File: config.mk
export PLATFORM = sky130hd
export DESIGN_NAME = br_redirect_ctrl
export DESIGN_NICKNAME = d
export VERILOG_FILES = /design/src/rtl/br_redirect_ctrl_pkg.sv /design/src/rtl/br_redirect_ctrl.sv
export SDC_FILE = /design/constraint.sdc
export NUM_CORES = 1
export LEC_CHECK = 0
export CAP_MARGIN = 20
export CORE_MARGIN = 1
export CORE_UTILIZATION = 52
export DETAILED_ROUTE_END_ITERATION = 8
export PLACE_DENSITY = 0.85
export SYNTH_ARGS = -nofsm -noshare
export SYNTH_HDL_FRONTEND = slang
export SYNTH_SLANG_ARGS = --single-unit
File: constraint.sdc
create_clock -name clk -period 3.6 [get_ports clk]
set_input_delay 0.36 -clock clk [delete_from_list [all_inputs] [get_ports clk]]
set_output_delay 0.36 -clock clk [all_outputs]
set_load 0.03 [all_outputs]
File: src/rtl/br_redirect_ctrl_pkg.sv
// Shared types for branch-mispredict recovery: CDB branch result layout, redirect FSM states
// and the ROB age helper used to keep only the oldest pending mispredict.
package br_redirect_ctrl_pkg;

  localparam int PKG_ROB_DEPTH = 16;
  localparam int CDB_TAG_W     = $clog2(PKG_ROB_DEPTH);

  typedef enum logic [1:0] {
    NONE    = 2'd0,
    IS_BR   = 2'd1,
    IS_JAL  = 2'd2,
    IS_JALR = 2'd3
  } bj_t;

  typedef struct packed {
    logic                 valid;
    bj_t                  bj;
    logic                 take_target;
    logic [31:0]          target_pc;
    logic [CDB_TAG_W-1:0] rob_tag;
  } cdb_t;

  typedef enum logic [1:0] {
    RD_IDLE  = 2'd0,
    RD_FLUSH = 2'd1,
    RD_DRAIN = 2'd2
  } redirect_state_t;

  // Distance from the ROB head; the wrap subtraction makes the oldest entry age 0.
  function automatic logic [CDB_TAG_W-1:0] rob_age(input logic [CDB_TAG_W-1:0] tag,
                                                   input logic [CDB_TAG_W-1:0] head);
    return tag - head;
  endfunction

endpackage

File: src/rtl/br_redirect_ctrl.sv
// Holds the oldest unresolved mispredict and, when the ROB commits it, pulses flush/redirect
// and stalls fetch while the front end drains. Optional counters: define BR_REDIRECT_STATS_EN.
//
// state    | meaning
// RD_IDLE  | watching the CDB for mispredicts, waiting for the pending tag to commit
// RD_FLUSH | one-cycle squash plus fetch redirect to the corrected PC
// RD_DRAIN | fetch held off for DRAIN_CYCLES cycles while the front end empties
module br_redirect_ctrl
  import br_redirect_ctrl_pkg::*;
#(
  parameter int  ROB_DEPTH    = 16,
  parameter int  DRAIN_CYCLES = 2,
  localparam int TAG_W        = $clog2(ROB_DEPTH)
) (
  input  logic             clk,
  input  logic             rst,
  input  cdb_t             cdb_br_in,
  input  logic [TAG_W-1:0] rob_head,
  input  logic             commit_valid,
  input  logic [TAG_W-1:0] commit_tag,
  output logic             flush,
  output logic             redirect_valid,
  output logic [31:0]      redirect_pc,
  output logic             fetch_stall,
`ifdef BR_REDIRECT_STATS_EN
  output logic [31:0]      br_resolved_cnt,
  output logic [31:0]      br_mispred_cnt,
`endif
  output logic             busy
);

  localparam int CNT_W = (DRAIN_CYCLES > 1) ? $clog2(DRAIN_CYCLES) : 1;
  localparam logic [CNT_W-1:0] DRAIN_LOAD = CNT_W'(DRAIN_CYCLES - 1);

  redirect_state_t  state_q, state_d;
  logic             pend_valid_q, pend_valid_d;
  logic [TAG_W-1:0] pend_tag_q, pend_tag_d;
  logic [31:0]      pend_pc_q, pend_pc_d;
  logic [CNT_W-1:0] drain_cnt_q, drain_cnt_d;

  logic             flush_q, flush_d;
  logic             redirect_valid_q, redirect_valid_d;
  logic [31:0]      redirect_pc_q, redirect_pc_d;
  logic             fetch_stall_q, fetch_stall_d;
  logic             busy_q, busy_d;

  logic             br_seen;
  logic             mispredict;
  logic             commit_hit;
  logic             is_older;

  assign br_seen    = cdb_br_in.valid && (cdb_br_in.bj != NONE);
  assign mispredict = br_seen && cdb_br_in.take_target;
  assign commit_hit = commit_valid && pend_valid_q && (commit_tag == pend_tag_q);
  assign is_older   = rob_age(cdb_br_in.rob_tag, rob_head) < rob_age(pend_tag_q, rob_head);

  always_comb begin
    state_d      = state_q;
    pend_valid_d = pend_valid_q;
    pend_tag_d   = pend_tag_q;
    pend_pc_d    = pend_pc_q;
    drain_cnt_d  = drain_cnt_q;

    case (state_q)
      RD_IDLE: begin
        // A capture in the commit cycle is younger than the flushed branch, so it is dropped.
        if (commit_hit) begin
          state_d = RD_FLUSH;
        end else if (mispredict && (!pend_valid_q || is_older)) begin
          pend_valid_d = 1'b1;
          pend_tag_d   = cdb_br_in.rob_tag;
          pend_pc_d    = cdb_br_in.target_pc;
        end
      end
      RD_FLUSH: begin
        pend_valid_d = 1'b0;
        drain_cnt_d  = DRAIN_LOAD;
        state_d      = RD_DRAIN;
      end
      RD_DRAIN: begin
        if (drain_cnt_q == '0) begin
          state_d = RD_IDLE;
        end else begin
          drain_cnt_d = drain_cnt_q - CNT_W'(1);
        end
      end
      default: state_d = RD_IDLE;
    endcase

    flush_d          = (state_d == RD_FLUSH);
    redirect_valid_d = (state_d == RD_FLUSH);
    redirect_pc_d    = (state_d == RD_FLUSH) ? pend_pc_q : 32'h0;
    fetch_stall_d    = (state_d != RD_IDLE);
    busy_d           = pend_valid_d || (state_d != RD_IDLE);
  end

  always_ff @(posedge clk) begin
    if (rst) begin
      state_q          <= RD_IDLE;
      pend_valid_q     <= 1'b0;
      pend_tag_q       <= '0;
      pend_pc_q        <= 32'h0;
      drain_cnt_q      <= '0;
      flush_q          <= 1'b0;
      redirect_valid_q <= 1'b0;
      redirect_pc_q    <= 32'h0;
      fetch_stall_q    <= 1'b0;
      busy_q           <= 1'b0;
    end else begin
      state_q          <= state_d;
      pend_valid_q     <= pend_valid_d;
      pend_tag_q       <= pend_tag_d;
      pend_pc_q        <= pend_pc_d;
      drain_cnt_q      <= drain_cnt_d;
      flush_q          <= flush_d;
      redirect_valid_q <= redirect_valid_d;
      redirect_pc_q    <= redirect_pc_d;
      fetch_stall_q    <= fetch_stall_d;
      busy_q           <= busy_d;
    end
  end

  assign flush          = flush_q;
  assign redirect_valid = redirect_valid_q;
  assign redirect_pc    = redirect_pc_q;
  assign fetch_stall    = fetch_stall_q;
  assign busy           = busy_q;

`ifdef BR_REDIRECT_STATS_EN
  logic [31:0] resolved_cnt_q, resolved_cnt_d;
  logic [31:0] mispred_cnt_q, mispred_cnt_d;

  always_comb begin
    resolved_cnt_d = resolved_cnt_q;
    mispred_cnt_d  = mispred_cnt_q;
    if ((state_q == RD_IDLE) && br_seen) begin
      resolved_cnt_d = resolved_cnt_q + 32'd1;
    end
    if ((state_q == RD_IDLE) && (state_d == RD_FLUSH)) begin
      mispred_cnt_d = mispred_cnt_q + 32'd1;
    end
  end

  always_ff @(posedge clk) begin
    if (rst) begin
      resolved_cnt_q <= 32'h0;
      mispred_cnt_q  <= 32'h0;
    end else begin
      resolved_cnt_q <= resolved_cnt_d;
      mispred_cnt_q  <= mispred_cnt_d;
    end
  end

  assign br_resolved_cnt = resolved_cnt_q;
  assign br_mispred_cnt  = mispred_cnt_q;
`endif

endmodule
Word level (Yosys, flattened, before mapping). Index checks and enable logic that the tools add are counted.

Bits in registers: 75. Logic and storage cells: 41.

Add/subtract/negate cells: 3. Magnitude comparators: 1. Equal/unequal tests: 4. Muxes and demuxes: 8. Bitwise gates (word level): 2. Reduce and logical (&&, ||, !) cells: 14.

Operators with widths (number): subtractor 4 bit (2); one-hot mux 2 bit (3 select lines) (1); nonzero test 2 bit (3); logical AND 1 bit (5); == test 2 x 1 -> 1 bit (second input constant) (2); == test 4 bit (1); less-than comparator 4 bit (1); 2-to-1 mux 2 bit (2); one-hot mux 1 bit (2 select lines) (2); 2-to-1 mux 1 bit (3); AND reduction 3 bit (1); == test 2 bit (second input constant) (1); logical NOT 2 bit (1); logical OR 1 bit (2); NOT 1 bit (2); OR reduction 2 bit (1); logical NOT 1 bit (1); subtractor 1 bit (second input constant) (1).

Logic depth before layout (Yosys ltp).
Depth after elaboration: 8. Mapped depth: 14. Mapped depth without buffers: 12.

Worst setup path before layout. OpenSTA, ideal clock, no wires.

Kind: in2reg. Start point: input port cdb_br_in[0] in the netlist's numbering. End point: register pend_pc_q[10]. Library setup time: 0.072 ns. Data arrival time: 2.358 ns. Slack: 1.170 ns. Stages: 12. Path through: inv_1 -> ha_1 -> fa_1 -> inv_1 -> ha_1 -> o21ai_0 -> o21ai_0 -> o211ai_1 -> and4_4 -> buf_6 -> buf_6 -> mux2i_1.

Cells in the longest elaborated chain, start to end: 5.

RTL lines: start, declared (RTL line br_redirect_ctrl.sv:17) `input cdb_t cdb_br_in,`; subtractor 4 bit (RTL line br_redirect_ctrl_pkg.sv:32) `return tag - head;`; less-than comparator 4 bit (RTL line br_redirect_ctrl.sv:55) `assign is_older = rob_age(cdb_br_in.rob_tag, rob_head) < rob_age(pend_tag_q, rob_head);`; logical OR 1 bit (RTL line br_redirect_ctrl.sv:69) `end else if (mispredict && (!pend_valid_q || is_older)) begin`; logical AND 1 bit (RTL line br_redirect_ctrl.sv:69); AND reduction 3 bit (no line); end signal, assigned (RTL line br_redirect_ctrl.sv:113) `pend_pc_q <= pend_pc_d;`; end, declared (RTL line br_redirect_ctrl.sv:38) `logic [31:0] pend_pc_q, pend_pc_d;`.

Every way passes these cells. A chain may end at the register's enable or synchronous reset.

Worst setup path in the final report.
Start point: input port cdb_br_in[0] in the netlist's numbering. End point: register pend_pc_q[3].

Same word-level chain as after synthesis.

==> results.json <==
{
  "run_status": "finished clean",
  "startpoint_type": "input pin",
  "grt_usage_pct": 20.4,
  "arrival_ps": 3200,
  "cts-root-buf": "clkbuf_8",
  "p_total_uw": 1740,
  "rsz0062_at_grt": "no",
  "port_buffers": 86,
  "ys_top_cells_by_area": "dfxtp_1 47%, nand2b_1 14%, mux2i_1 11%",
  "drv_cap": 0,
  "antenna_found_initial": 0,
  "num_rows": 28,
  "grt_pass1_wl_mm": 9.97,
  "drt_iter0_drc": 65,
  "critPathRequiredTime_ps": 3870,
  "antenna_left": 0,
  "synth_cell_type_count": 34,
  "synth_cells": 298,
  "drt-wirelength-per-cell_um": 13.1,
  "post_synth_instance_area_mm2": 0.00320,
  "ctsResizeCount": 0,
  "final_common_cell": "clkdlybuf4s50_1",
  "setup_viol": 0,
  "cts_buffer_depth": 2,
  "fin_crit_ps": 2930,
  "synth_top_area_share_pct": 47.0,
  "layout_common_cells": "85 x clkdlybuf4s50_1, 75 x dfxtp_1, 70 x nand2b_1, 36 x mux2i_1, 30 x and2_1",
  "cts_buffers": 9,
  "peakVddDrop_uv": 256,
  "grt_start_max_net_pins": 76,
  "final_nets": 448,
  "clk_latency_ps": 340,
  "yosys_warnings": 0,
  "drc_errors": 0,
  "via_count": 2223,
  "synth-seq-cells": 75,
  "drt_wl_total_mm": 6.07,
  "syn2layout_area_growth_pct": 33.4,
  "syn_nets": 364,
  "detailed_place_hpwl_mm": 4.21,
  "die_h_um": 80.4,
  "path_clk_slew_ps": 80,
  "hold_viol_final": 0,
  "clock-sinks": 75,
  "tightest_slew_ps": 971,
  "n_fill_cell": 452,
  "r2r_start": "pend_tag_q[0]$_SDFFE_PP0P_",
  "cts_tree": "done",
  "hold_path.class": "reg -> reg",
  "setup_tns_ps": 0,
  "worstPathMaxFanout": 14,
  "grt-ovfl-total": 0,
  "crit_start": "cdb_br_in[0]",
  "boundaryPins": 87,
  "slew_headroom_pct": 35.2,
  "yosysSeqAreaShare_pct": 47.0,
  "critPathKind": "in -> reg",
  "max_freq_ghz": 0.341,
  "post-cts-setup-buffers": 0,
  "globalplace.congestion": 0.807,
  "die_w_um": 80.4,
  "grt_pass1_vias": 2217,
  "fin_skew_ps": 10.7,
  "dr.pass1.iters": 4,
  "avgViaCountPerCell": 4.81,
  "syn_area_per_cell_um2": 10.7,
  "start_util_pct": 54.0,
  "leakagePower_uw": 0.00167,
  "synth_top_area_cell": "dfxtp_1",
  "cts_hold_buf": 0,
  "diodes": 0,
  "end_kind": "register",
  "min_period_over_period_pct": 81.5,
  "drive_above_1_share_pct": 6.72,
  "cellPowerDensity_mw_per_mm2": 409,
  "min_from": "pend_pc_q[5]$_SDFFE_PP0P_",
  "slew_viol_final": 0,
  "dieArea_mm2": 0.00646,
  "coreArea_mm2": 0.00592,
  "htreeDepth": 3
}
## per-stage QoR
| step | worst slack, ps | hold slack (ps) | std cells | cell area (um2) | utilization (%) |
|---|---|---|---|---|---|
| 2_1_floorplan | 1170 | 431 | 298 | 3200 | - |
| 3_3_place_gp | 432 | 436 | 446 | 4060 | 68.6 |
| 3_5_place_dp | 277 | 440 | 446 | 4060 | 68.6 |
| 4_1_cts | 641 | 460 | 462 | 4260 | 72.0 |
| 5_1_grt | 481 | 480 | 462 | 4260 | 72.0 |
| 6_report | 667 | 458 | 462 | 4260 | 72.0 |
## layer usage
metal / vias up / track usage (%) / wire [um]
met5: - / 0 / 0
met1: 1033 / 22.4 / 2580
met3: 15 / 4.43 / 235
li1: 1121 / - / -
met4: 0 / 10.9 / 134
met2: 54 / 36.4 / 3120
## cell type report
cell class | instances | area, um2 | area share (%)
well taps | 75 | 93.8 | 2.20
clock buffers | 9 | 124 | 2.91
repair buffers | 89 | 891 | 20.9
inverters | 11 | 41.3 | 0.969
clock inverters | 7 | 75.1 | 1.76
multi-input cells | 196 | 1540 | 36.0
flip-flops and latches | 75 | 1500 | 35.2
## worst max-delay path: stages
cell	delay (ps)
clkdlybuf4s50_1	470
inv_1	40
ha_1	220
fa_1	500
inv_1	50
ha_1	290
o21ai_0	140
o21ai_0	110
o211ai_1	110
and4_4	420
buf_4	260
mux2i_1	210
## where the power goes
part           internal, uW  switching [uW]  total (uW)
registers               858            15.9         874
clock network           323             314         638
logic                   133            99.1         232
total                  1310             430        1740
## Yosys cell counts, drive strengths merged
master and count:
a211o 1, a211oi 2, a21o 3, a21oi 5, a32oi 1, and2 30
and3 3, and4 2, buf 8, clkbuf 8, dfxtp 75, fa 2
ha 13, inv 11, mux2i 36, nand2 1, nand2b 70, nor2 3
nor3 1, nor3b 2, o211a 1, o211ai 1, o21ai 3, or2 2
or2b 3, or3 1, xnor2 6, xor2 4
## final timing paths
| kind | endpoint | slack, ps | cells after the start |
|---|---|---|---|
| min reg2reg | redirect_pc[5]$_SDFF_PP0_ | 460 | 1 |
| max | pend_pc_q[3]$_SDFFE_PP0P_ | 670 | 12 |
| max reg2reg | pend_pc_q[3]$_SDFFE_PP0P_ | 880 | 12 |
| min | redirect_pc[5]$_SDFF_PP0_ | 460 | 1 |
## registers in the layout, summed over array words and instances, names as in the netlist
register and flops:
pend_pc_q 32, redirect_pc 32, pend_tag_q 4, state_q 2, busy 1, drain_cnt_q 1
fetch_stall 1, pend_valid_q 1, redirect_valid 1
## kinds of logic after synthesis
| logic type | synth area share, % |
|---|---|
| simple gates | 24.0 |
| flops | 47.0 |
| mux | 11.3 |
| buf+inv | 4.93 |
| compound gates | 3.76 |
| fa+ha+maj | 6.34 |
| xor+xnor | 2.74 |
Note: power is estimated with default switching activity, not from simulation.
==> RTL edit 1 (config.mk and constraints unchanged) <==
Build with the macro `BR_REDIRECT_STATS_EN` defined.
--- a/src/rtl/br_redirect_ctrl.sv
+++ b/src/rtl/br_redirect_ctrl.sv
@@ -6,4 +6,6 @@
 // RD_FLUSH | one-cycle squash plus fetch redirect to the corrected PC
 // RD_DRAIN | fetch held off for DRAIN_CYCLES cycles while the front end empties
+`define BR_REDIRECT_STATS_EN
+
 module br_redirect_ctrl
   import br_redirect_ctrl_pkg::*;
Function (old outputs only; new: br_mispred_cnt and br_resolved_cnt): kept (equiv_simple and equiv_induct, registers matched by name and starting in step).
==> RTL edit 1 against the unedited design <==
Wire length up 140%; largest cell class unchanged; critical path depth unchanged; maximum frequency up 0.56%; sequential cell count up 64; cell area up 96%; worst setup slack better by 16 ps; total power up 110%; critical endpoint is now pend_pc_q[0]; global-route usage up 3.4 points; area after synthesis up 92%; register-to-register slack worse by 120 ps; combinational power up 8%.
==> RTL edit 1: results (changes against the unedited design) <==
- Reg2Reg Launch Point: state_q[1]
- Outcome: finished, final reports clean
- Post-DP HPWL: 9720 µm (+130%)
- Placer Congestion: 0.791 (-1.9%)
- R2R setup slack: 760 ps (-120 ps)
- Pre-CTS setup slack: 322 ps (+44.8 ps)
- Crit-path max FO: 36 (+22)
- Synthesized area per cell: 9.26 µm² (-14%)
- Sequential power: 0.00158 W (+81%)
- Final cycle utilization of the critical path: 0.810 (-0.00455)
- Drt pass-1 iters: 5 (+1)
- DRT met1 WL: 6390 µm (+150%)
- Global-route wire length before repair: 23,800 µm (+140%)
- Top cells by count, synth: dfxtp_1 (139), nand2b_1 (75), nor2_1 (45)
- Post-Syn Nets: 732 (+100%)
- Post-synthesis mux area share: 0.0694 (-0.0434)
- XOR/XNOR Fraction of Synth Area: 0.0541 (+0.0267)
- Power Clock: 0.00178 W (+180%)
- Worst flop-to-flop path endpoint: br_mispred_cnt[12]
- Worst min-delay path endpoint: redirect_pc[22]
- DR vias/cell: 5.46 (+14%)
- Worst hold start: pend_pc_q[22]
- Share of cells above drive strength 1: 0.0552 (-0.0120)
- Largest net degree at the start of global routing: 105 (+38%)
- Register area share after synthesis: 0.452 (-0.0175)
- Clock skew: 10.1 ps (-0.539 ps)
- Top area cells in the synthesized netlist: dfxtp_1 (45%), nand2b_1 (7.6%), mux2i_1 (6.0%)
- Worst EP arrival: 3240 ps (+40 ps)
- R2R depth: 7 (-5)
- Clk_lat worst skew: 420 ps (+80 ps)
- PortBufs: 150 (+74%)
- Fin nets: 872 (+95%)
[RTL edit 1: changes by cell type in the layout (fill, tap and decap cells not counted), sizes merged, moves of 15 or more]
cell	unedited run	this run
a21oi	5	37
nor2	3	45
dfxtp	75	139
clkdlybuf4s50	85	149
nand3	0	23
o31ai	0	15
nand2	1	23
nand4	0	15
or4	0	16
xnor2	6	21
[RTL edit 1: layout make-up]
class | count | area, µm²
well taps | 143 | 179
inverters | 21 | 78.8
flip-flops and latches | 139 | 2780
clock inverters | 10 | 141
repair buffers | 154 | 1550
fillers | 793 | 3100
clock buffers | 20 | 467
multi-input cells | 471 | 3170
[RTL edit 1: routing by layer]
layer | global-route usage | vias to the layer above
met5 | 0 | -
met4 | 0.100 | 0
met3 | 0.0678 | 22
met2 | 0.394 | 180
met1 | 0.289 | 2464
li1 | - | 2569
[RTL edit 1: metrics by stage]
step	hold slack (ps)	total power [W]	util	std cells	instance area, µm²
2_1_floorplan	431	0.00176	-	664	6150
3_3_place_gp	440	0.00185	0.675	927	7740
3_5_place_dp	439	0.00186	0.675	927	7740
4_1_cts	450	0.00363	0.728	957	8350
5_1_grt	466	0.00374	0.730	958	8370
6_report	451	0.00361	0.730	958	8370
[RTL edit 1: worst max path at each step]
stage	start	endpoint	slack, ps
after global routing	state_q[1]	br_mispred_cnt[30]	540
after global placement	cdb_br_in[0]	pend_pc_q[11]	560
after CTS	cdb_br_in[0]	pend_pc_q[0]	660
final	cdb_br_in[0]	pend_pc_q[0]	680
after floorplan	cdb_br_in[0]	pend_pc_q[10]	1040
after detailed placement	cdb_br_in[0]	pend_pc_q[14]	320
[RTL edit 1: logic make-up after synthesis]
logic type	count (synthesis)
flops	139
compound gates	81
xor+xnor	38
simple gates	293
fa+ha+maj	17
mux	42
buf+inv	54
==> RTL edit 2 (same settings) <==
Without the edit above. Encoding of `redirect_state_t`: now one-hot (3 bits for 3 states).
--- a/src/rtl/br_redirect_ctrl_pkg.sv
+++ b/src/rtl/br_redirect_ctrl_pkg.sv
@@ -21,8 +21,8 @@
   } cdb_t;
 
-  typedef enum logic [1:0] {
-    RD_IDLE  = 2'd0,
-    RD_FLUSH = 2'd1,
-    RD_DRAIN = 2'd2
+  typedef enum logic [2:0] {
+    RD_IDLE  = 3'b001,
+    RD_FLUSH = 3'b010,
+    RD_DRAIN = 3'b100
   } redirect_state_t;
 
Formal check against the unedited RTL: no difference found for any inputs over 10 cycles, from zero or initial values and one cycle with rst high; not proved beyond that.
==> RTL edit 2 against the unedited design <==
Total power down 4.6%; area after synthesis shrank 1.2%; global-route usage decreased by 1.2 points; register-to-register slack gained 40 ps; sequential cell count is 1 higher; worst setup slack better by 24 ps; critical endpoint is now pend_pc_q[20]; cell area fell by 1.4%; largest power group unchanged; wire length down 5.7%; first-iteration DRC count increased by 14%; critical path type unchanged.
==> RTL edit 2: results (changes against the unedited design) <==
- Outcome: finished, final reports clean
- Register area share after synthesis: 0.482 (+0.0119)
- Total GRT Usage: 0.192 (-0.0120)
- Top cells by count, synth: dfxtp_1 (76), nand2b_1 (75), mux2i_1 (36)
- Crit-path max FO: 28 (+14)
- Cell leakage power: 1.65 nW (-1.1%)
- 1st-iter DRT viols: 74 (+14%)
- CP top delay family: buffers and inverters
- Placer Congestion: 0.855 (+6.0%)
- XOR/XNOR Fraction of Synth Area: 0.0305 (+0.00310)
- Share of cells above drive strength 1: 0.0622 (-0.00501)
- Post-DP HPWL: 3990 µm (-5.2%)
- Largest net degree at the start of global routing: 79 (+3.9%)
- Adder-Cell Fraction of Synth Area: 0.0483 (-0.0151)
- Post-synthesis mux area share: 0.114 (+0.00134)
- Worst VDD drop: 0.242 mV (-5.5%)
- Top area cells in the synthesized netlist: dfxtp_1 (48%), nand2b_1 (15%), mux2i_1 (11%)
- DR vias: 2,219 (-0.18%)
- CP max-delay cell: clkdlybuf4s50_1
- Compound-cell area share of the yosys netlist: 0.0329 (-0.00470)
- Clock skew: 9.46 ps (-1.22 ps)
- Global-route wire length before repair: 9290 µm (-6.9%)
- # Post-CTS Setup Buffers: 0 (unchanged)
- WP buf/inv: 3 (-1)
- CP peak stage delay: 520 ps (+20 ps)
- Post-Syn Nets: 360 (-1.1%)
- Max_cap viols: 0 (unchanged)
- Netlist cell types: 32 (-5.9%)
- Vias in the first global route: 2,136 (-3.7%)
- Dpl cells: 445 (-0.22%)
- R2R depth: 12 (unchanged)
- Average wire per standard cell: 12.4 µm (-5.5%)
[RTL edit 2: routing by layer]
metal,up-vias,GRT usage,share of wire
met5,-,0,0
met4,0,0.102,0.019
met3,9,0.0320,0.043
met2,55,0.334,0.50
met1,1034,0.226,0.43
li1,1121,-,-
[RTL edit 2: kinds of logic (layout without fill, tap and decap cells)]
group,count (synthesis),in the layout
simple gates,120,120
flops,76,76
mux,36,36
buf+inv,28,116
compound gates,16,16
fa+ha+maj,11,11
xor+xnor,11,11
[RTL edit 2: metrics by stage]
step,worst slack (ps),cell area (µm²)
after floorplan,1080,3160
after global routing,493,4200
after CTS,677,4200
final,691,4200
after detailed placement,332,4040
after global placement,465,4040
[RTL edit 2: final cells by class]
cell class,instances,area [µm²]
Sequential cell,76,1520
Clock buffer,10,128
Inverter,11,41.3
Tap cell,75,93.8
Multi-Input combinational cell,194,1490
Timing Repair Buffer,89,891
Clock inverter,6,40.0
Fill cell,453,1680
[RTL edit 2: worst register-to-register path: stages (launching register included)]
cell and delay, ps:
dfxtp_1 360, inv_1 80, ha_1 130, inv_1 50
fa_1 470, inv_1 50, ha_1 180, nand2b_1 140
o221ai_1 160, a21oi_1 120, nor4b_4 340, buf_12 270
mux2i_1 250
[RTL edit 2: final timing paths]
path	start	endpoint	slack (ps)
min reg2reg	pend_pc_q[22]	redirect_pc[22]	460
max	rob_head[1]	pend_pc_q[20]	690
min	pend_pc_q[22]	redirect_pc[22]	460
max reg2reg	pend_tag_q[0]	pend_pc_q[20]	920
[RTL edit 2: where the power goes]
part           switching (W)  internal, W  total, W
sequential         0.0000166     0.000869  0.000886
clock               0.000305     0.000250  0.000555
combinational      0.0000926     0.000130  0.000223
total               0.000414      0.00125   0.00166
